`src/rtl/fruit_catch_scorer.sv`:
```
// fruit_catch_scorer: per-frame collision check of N falling fruits against the
// character position. On a frame strobe the engine snapshots which fruits hit
// and their colours. It then retires the hits one per cycle, lowest index first,
// and keeps a saturating score. Each caught fruit gets a one-hot consume pulse
// so the spawner can remove it.
module fruit_catch_scorer #(
  parameter int N_FRUIT = 7,
  parameter int COORD_W = 7,
  parameter int SCORE_W = 8,
  localparam int IDX_W  = (N_FRUIT > 1) ? $clog2(N_FRUIT) : 1
) (
  input  logic                       clk,
  input  logic                       reset,
  input  logic                       frame_tick,
  input  logic [N_FRUIT*COORD_W-1:0] fruit_x,
  input  logic [N_FRUIT*COORD_W-1:0] fruit_y,
  input  logic [N_FRUIT*3-1:0]       fruit_colour,
  input  logic [N_FRUIT-1:0]         fruit_valid,
  input  logic [COORD_W-1:0]         char_x,
  input  logic [COORD_W-1:0]         char_y,
  output logic                       busy,
  output logic                       hit,
  output logic [IDX_W-1:0]           hit_idx,
  output logic [2:0]                 hit_colour,
  output logic [N_FRUIT-1:0]         consume,
  output logic [SCORE_W-1:0]         score,
  output logic                       frame_done,
  output logic                       tick_dropped
);

  localparam int SW1 = SCORE_W + 1;

  typedef enum logic {
    IDLE = 1'b0,
    SCAN = 1'b1
  } state_t;

  state_t                 state_q, state_d;
  logic [N_FRUIT-1:0]     pending_q, pending_d;
  logic [N_FRUIT*3-1:0]   snap_colour_q, snap_colour_d;
  logic                   hit_q, hit_d;
  logic [IDX_W-1:0]       hit_idx_q, hit_idx_d;
  logic [2:0]             hit_colour_q, hit_colour_d;
  logic [N_FRUIT-1:0]     consume_q, consume_d;
  logic [SCORE_W-1:0]     score_q, score_d;
  logic                   frame_done_q, frame_done_d;
  logic                   tick_dropped_q, tick_dropped_d;

  logic [N_FRUIT-1:0]     match_vec;
  logic [IDX_W-1:0]       sel_idx;
  logic [2:0]             sel_colour;
  logic [N_FRUIT-1:0]     sel_onehot;
  logic [2:0]             delta_mag;
  logic                   delta_neg;
  logic [SW1-1:0]         score_wide;
  logic [SCORE_W-1:0]     next_score;

  // A fruit is caught when it is on screen, sits exactly on the character and is not black
  always_comb begin
    match_vec = '0;
    for (int i = 0; i < N_FRUIT; i++) begin
      match_vec[i] = fruit_valid[i]
                  && (fruit_x[i*COORD_W +: COORD_W] == char_x)
                  && (fruit_y[i*COORD_W +: COORD_W] == char_y)
                  && (fruit_colour[i*3 +: 3] != 3'b111);
    end
  end

  // Pick the lowest pending index; scanning downwards lets the lowest set bit win
  always_comb begin
    sel_idx    = '0;
    sel_colour = 3'b000;
    sel_onehot = '0;
    for (int i = N_FRUIT - 1; i >= 0; i--) begin
      if (pending_q[i]) begin
        sel_idx    = IDX_W'(i);
        sel_colour = snap_colour_q[i*3 +: 3];
        sel_onehot = N_FRUIT'(1) << i;
      end
    end
  end

  // Colour-to-points table, expressed as magnitude plus sign
  always_comb begin
    delta_mag = 3'd0;
    delta_neg = 1'b0;
    case (sel_colour)
      3'b000: delta_mag = 3'd1;
      3'b001: delta_mag = 3'd2;
      3'b010: delta_mag = 3'd3;
      3'b011: delta_mag = 3'd4;
      3'b100: begin
        delta_mag = 3'd1;
        delta_neg = 1'b1;
      end
      3'b101: delta_mag = 3'd5;
      3'b110: begin
        delta_mag = 3'd2;
        delta_neg = 1'b1;
      end
      default: delta_mag = 3'd0;
    endcase
  end

  // One extra bit catches both overflow (carry) and underflow (borrow), so the score clamps instead of wrapping
  always_comb begin
    score_wide = '0;
    next_score = score_q;
    if (delta_neg) begin
      score_wide = {1'b0, score_q} - SW1'(delta_mag);
      next_score = score_wide[SCORE_W] ? '0 : score_wide[SCORE_W-1:0];
    end else begin
      score_wide = {1'b0, score_q} + SW1'(delta_mag);
      next_score = score_wide[SCORE_W] ? '1 : score_wide[SCORE_W-1:0];
    end
  end

  // Next-state and registered-output logic; pulses default low, hit_idx/hit_colour hold
  always_comb begin
    state_d        = state_q;
    pending_d      = pending_q;
    snap_colour_d  = snap_colour_q;
    hit_d          = 1'b0;
    hit_idx_d      = hit_idx_q;
    hit_colour_d   = hit_colour_q;
    consume_d      = '0;
    score_d        = score_q;
    frame_done_d   = 1'b0;
    tick_dropped_d = 1'b0;
    case (state_q)
      IDLE: begin
        if (frame_tick) begin
          pending_d     = match_vec;
          snap_colour_d = fruit_colour;
          state_d       = SCAN;
        end
      end
      SCAN: begin
        tick_dropped_d = frame_tick;
        if (|pending_q) begin
          pending_d    = pending_q & ~sel_onehot;
          hit_d        = 1'b1;
          hit_idx_d    = sel_idx;
          hit_colour_d = sel_colour;
          consume_d    = sel_onehot;
          score_d      = next_score;
        end else begin
          frame_done_d = 1'b1;
          state_d      = IDLE;
        end
      end
      default: state_d = IDLE;
    endcase
  end

  // State and output registers; reset wins over everything, including a scan in progress
  always_ff @(posedge clk) begin
    if (reset) begin
      state_q        <= IDLE;
      pending_q      <= '0;
      snap_colour_q  <= '0;
      hit_q          <= 1'b0;
      hit_idx_q      <= '0;
      hit_colour_q   <= 3'b000;
      consume_q      <= '0;
      score_q        <= '0;
      frame_done_q   <= 1'b0;
      tick_dropped_q <= 1'b0;
    end else begin
      state_q        <= state_d;
      pending_q      <= pending_d;
      snap_colour_q  <= snap_colour_d;
      hit_q          <= hit_d;
      hit_idx_q      <= hit_idx_d;
      hit_colour_q   <= hit_colour_d;
      consume_q      <= consume_d;
      score_q        <= score_d;
      frame_done_q   <= frame_done_d;
      tick_dropped_q <= tick_dropped_d;
    end
  end

  assign busy         = (state_q == SCAN);
  assign hit          = hit_q;
  assign hit_idx      = hit_idx_q;
  assign hit_colour   = hit_colour_q;
  assign consume      = consume_q;
  assign score        = score_q;
  assign frame_done   = frame_done_q;
  assign tick_dropped = tick_dropped_q;

endmodule

```
`config.mk`:
```
export PLATFORM = sky130hd
export DESIGN_NAME = fruit_catch_scorer
export DESIGN_NICKNAME = d
export VERILOG_FILES = /design/src/rtl/fruit_catch_scorer.sv
export SDC_FILE = /design/constraint.sdc
export NUM_CORES = 1
export LEC_CHECK = 0
export ABC_AREA = 1
export BUFFER_PORTS_ARGS = -buffer_cell sky130_fd_sc_hd__buf_2
export CAP_MARGIN = 40
export CORE_MARGIN = 4
export CORE_UTILIZATION = 26
export DETAILED_ROUTE_END_ITERATION = 16
export RECOVER_POWER = 100
export SLEW_MARGIN = 20
export SYNTH_ARGS = -nofsm -noshare
export SYNTH_HDL_FRONTEND = slang
export SYNTH_SLANG_ARGS = --single-unit
```
`constraint.sdc`:
```
create_clock -name clk -period 2.6 [get_ports clk]
set_input_delay 0 -clock clk [delete_from_list [all_inputs] [get_ports clk]]
set_output_delay 0 -clock clk [all_outputs]
set_load 0.02 [all_outputs]
```
==> metrics.txt <==
# TYPE chip_impl_metric gauge
chip_impl_info{name="outcome",value="complete, but fails checks"} 1
chip_impl_info{name="violations_in_the_final_reports",value="negative setup slack"} 1
chip_impl_metric{name="postSynthNetCount",unit=""} 803
chip_impl_info{name="dr.max_layer_used",value="met4"} 1
chip_impl_metric{name="dieArea",unit="sq um"} 17900
chip_impl_info{name="cts_tree",value="built"} 1
chip_impl_metric{name="clock_skew",unit="ns"} 0.00987
chip_impl_metric{name="drt_first_iter_violations",unit=""} 341
chip_impl_metric{name="finalSetupViolations",unit=""} 5
chip_impl_metric{name="place.gp.congestion",unit=""} 0.939
chip_impl_metric{name="ys_types",unit=""} 46
chip_impl_metric{name="total_leakage_power",unit="uW"} 0.00283
chip_impl_metric{name="drv_cap",unit=""} 0
chip_impl_metric{name="cts_inserted_buffers",unit=""} 5
chip_impl_metric{name="worst_skew_pair.late_latency",unit="ns"} 0.30
chip_impl_metric{name="routed_vias_inst",unit=""} 4.70
chip_impl_metric{name="sequential_to_total_area_share_from_yosys_stat",unit="%"} 25.8
chip_impl_metric{name="timing_max_transition_violations_final",unit=""} 0
chip_impl_metric{name="initial_core_util",unit="%"} 26.8
chip_impl_metric{name="die-width",unit="um"} 134
chip_impl_metric{name="timing.critical_path.required",unit="ns"} 2.85
chip_impl_metric{name="antenna_violations_before_repair",unit=""} 0
chip_impl_metric{name="totalWireLength",unit="mm"} 15.6
chip_impl_metric{name="grt_pass1_vias",unit=""} 4849
chip_impl_metric{name="design.final.nets",unit=""} 1019
chip_impl_metric{name="number_of_buffers_on_the_longest_clock_path",unit=""} 2
chip_impl_metric{name="timing.final.crit_period",unit="ns"} 2.68
chip_impl_info{name="hp-class",value="in2reg"} 1
chip_impl_metric{name="relative_max_transition_margin",unit="%"} 52.4
chip_impl_info{name="worstSetupStartpointType",value="register"} 1
chip_impl_metric{name="die_height",unit="um"} 134
chip_impl_metric{name="wl_met2",unit="mm"} 7.49
chip_impl_metric{name="seqCellArea",unit="sq um"} 1070
chip_impl_metric{name="postSynthRegisterBits",unit=""} 53
chip_impl_metric{name="flow.area_growth_from_synthesis",unit="%"} 43.6
chip_impl_metric{name="worst_ep_arrival_time",unit="ns"} 2.93
chip_impl_metric{name="filler_cell_count",unit=""} 1689
chip_impl_metric{name="final.period_utilization",unit="%"} 103
chip_impl_metric{name="track_usage",unit="%"} 16.9
chip_impl_metric{name="synthesis.yosys.warnings",unit=""} 0
chip_impl_metric{name="cts.sinks",unit=""} 53
chip_impl_info{name="rsz0062_at_grt",value="yes"} 1
chip_impl_info{name="highest_count_cells_in_the_layout_ignoring_fill_and_taps",value="151 x sky130_fd_sc_hd__buf_2, 130 x sky130_fd_sc_hd__nand2_1, 82 x sky130_fd_sc_hd__nor2_1"} 1
chip_impl_info{name="crit_type",value="reg2reg"} 1
chip_impl_metric{name="dp.cells",unit=""} 1038
chip_impl_metric{name="diodes",unit=""} 0
chip_impl_metric{name="fp.coreArea",unit="sq um"} 15400
chip_impl_metric{name="clk_pin_slew_worst_paths",unit="ns"} 0.08
chip_impl_metric{name="detailedRoute.firstPassIterationCount",unit=""} 6
chip_impl_metric{name="port_buffers",unit=""} 167
chip_impl_info{name="clockRootBuffer",value="sky130_fd_sc_hd__clkbuf_16"} 1
chip_impl_metric{name="drive_gt1_share",unit="%"} 31.6
chip_impl_metric{name="cts_h_tree_depth",unit=""} 2
chip_impl_info{name="worst_setup_path_end_kind",value="register"} 1
chip_impl_metric{name="timing_worst_slew_pin_value",unit="ns"} 0.713
chip_impl_metric{name="globalRouteOverflowTotal",unit=""} 0
chip_impl_metric{name="mappedNetlistArea",unit="sq um"} 4110
chip_impl_metric{name="post-route-drc-count",unit=""} 0
chip_impl_metric{name="io_pins",unit=""} 168
chip_impl_metric{name="path_max_fanout",unit=""} 5
chip_impl_info{name="netlist_top_cells_area",value="sky130_fd_sc_hd__dfxtp_1 26%, sky130_fd_sc_hd__nand2_1 13%, sky130_fd_sc_hd__o21ai_0 9.2%, sky130_fd_sc_hd__nor2_1 7.6%, sky130_fd_sc_hd__inv_1 5.8%"} 1
chip_impl_metric{name="multi_input_area",unit="sq um"} 2750
chip_impl_metric{name="wirelength_met1",unit="mm"} 7.01
chip_impl_metric{name="post_synth_inst_count",unit=""} 651
chip_impl_metric{name="dr_wl_met3",unit="um"} 920
chip_impl_metric{name="worst_slack",unit="ns"} -0.0799
chip_impl_metric{name="yosys.area.top_type_share",unit="%"} 25.8
chip_impl_metric{name="hold_viol",unit=""} 0
chip_impl_metric{name="max_freq",unit="GHz"} 0.373
chip_impl_metric{name="layoutNonFillerInstCount",unit=""} 1079
chip_impl_metric{name="ir_drop",unit="mV"} 0.257
chip_impl_metric{name="routed_wire_length_per_instance",unit="um"} 14.5
chip_impl_metric{name="grt_pass1_wl",unit="mm"} 24.5
chip_impl_metric{name="syn_area_per_cell",unit="sq um"} 6.32
chip_impl_metric{name="via_count",unit=""} 5068
chip_impl_metric{name="hpwlAfterDp",unit="mm"} 12.8
chip_impl_metric{name="power_density_relative_to_cell_area",unit="nW/um^2"} 446
chip_impl_info{name="layout_commonest_cell",value="sky130_fd_sc_hd__buf_2"} 1
chip_impl_metric{name="route.antenna.remaining_nets",unit=""} 0
chip_impl_metric{name="grt_start_max_net_pins",unit=""} 29
chip_impl_info{name="yosys.area.top_type",value="sky130_fd_sc_hd__dfxtp_1"} 1
chip_impl_metric{name="hold_ws",unit="ns"} 0.0401
chip_impl_metric{name="fp-row-count",unit=""} 45
==> layout make-up <==
| class | count | area share (%) |
|---|---|---|
| clock buffers | 5 | 2.12 |
| clock inverters | 3 | 0.847 |
| inverters | 78 | 5.04 |
| multi-input cells | 498 | 46.6 |
| flip-flops and latches | 53 | 18.2 |
| well taps | 211 | 4.47 |
| repair buffers | 231 | 22.8 |
==> what timing repair did <==
item                       in CTS  in global routing
setup endpoints to repair       8                  8
hold endpoints to repair       21                  0
hold buffers                   21                  0
resized for setup              16                 22
setup buffers                   3                  9
pin swaps                       9                 18
==> state kept, by name, summed over array words and instances (netlist names) <==
| signal | count |
|---|---|
| busy | 1 |
| consume | 7 |
| frame_done | 1 |
| hit | 1 |
| hit_colour | 3 |
| hit_idx | 3 |
| pending_q | 7 |
| score | 8 |
| snap_colour_q | 21 |
| tick_dropped | 1 |
==> power by group <==
part	leakage (uW)	internal (uW)	switching [uW]	total, uW
clock	0.0000859	463	317	780
combinational	0.00230	401	539	940
sequential	0.000437	865	48.6	914
==> per-layer routing <==
layer | global-route usage [%] | vias up
met1 | 22.7 | 2282
met4 | 3.77 | 0
met3 | 2.81 | 20
li1 | - | 2591
met5 | 0 | -
met2 | 28.5 | 175
==> worst max-delay path, stage by stage, from the launching register on <==
cell	delay [ns]
sky130_fd_sc_hd__dfxtp_4	0.37
sky130_fd_sc_hd__buf_4	0.14
sky130_fd_sc_hd__nor2_4	0.15
sky130_fd_sc_hd__nand2_1	0.08
sky130_fd_sc_hd__nand2_1	0.06
sky130_fd_sc_hd__nand2_1	0.06
sky130_fd_sc_hd__nand2_2	0.10
sky130_fd_sc_hd__o21ai_2	0.07
sky130_fd_sc_hd__inv_2	0.10
sky130_fd_sc_hd__ha_4	0.15
sky130_fd_sc_hd__inv_2	0.04
sky130_fd_sc_hd__fa_2	0.41
sky130_fd_sc_hd__o21ai_4	0.19
sky130_fd_sc_hd__nand2_2	0.10
sky130_fd_sc_hd__nor2_4	0.16
sky130_fd_sc_hd__inv_2	0.06
sky130_fd_sc_hd__buf_4	0.13
sky130_fd_sc_hd__nand2_2	0.04
sky130_fd_sc_hd__nand2_1	0.05
sky130_fd_sc_hd__nand3_1	0.07
sky130_fd_sc_hd__nand2_1	0.05
sky130_fd_sc_hd__inv_1	0.05
==> Yosys cell counts, drive strengths merged <==
cell and instances:
fa 2, nor4b 1, buf 9, a211oi 1, a22o 2, a21o 1
xor2 13, o22ai 13, nor4 9, nand3b 2, xnor2 17, o211ai 3
dfxtp 53, nor2 93, or2 1, nor3b 1, a21oi 24, a31oi 3
nor3 16, nand4 14, o211a 1, ha 7, clkinv 4, o221ai 1
nand2 149, and2 1, inv 74, o2111a 1, a221oi 1, nand3 41
clkbuf 13, o2111ai 3, o21ai 77
==> worst paths after layout <==
path	to	startpoint	slack (ns)	cells after the start
worst max register to register	score[0]	pending_q[2]	-0.08	21
worst min register to register	hit_idx[1]	hit_idx[1]	0.47	2
worst min-delay path	tick_dropped	frame_tick	0.04	3
worst max-delay path	score[0]	pending_q[2]	-0.08	21
==> logic make-up after synthesis <==
family | share of synthesized area [%]
buf+inv | 10.2
flops | 25.8
simple gates | 36.8
xor+xnor | 6.39
fa+ha+maj | 3.10
compound gates | 17.6
==> per-stage QoR <==
| step | TNS (ns) | setup slack (ns) | area (sq um) | power (uW) | util [%] |
|---|---|---|---|---|---|
| 6_report | -0.251 | -0.0799 | 5910 | 2630 | 38.4 |
| 5_1_grt | -1.81 | -0.281 | 5910 | 2800 | 38.4 |
| 4_1_cts | -0.0358 | -0.0193 | 5790 | 2610 | 37.7 |
| 3_5_place_dp | -0.526 | -0.112 | 5350 | 1780 | 34.8 |
| 3_3_place_gp | -0.146 | -0.0462 | 5350 | 1780 | 34.8 |
| 2_1_floorplan | 0 | 0.00145 | 4140 | 1440 | - |
Power figures use the tool's default switching activity.
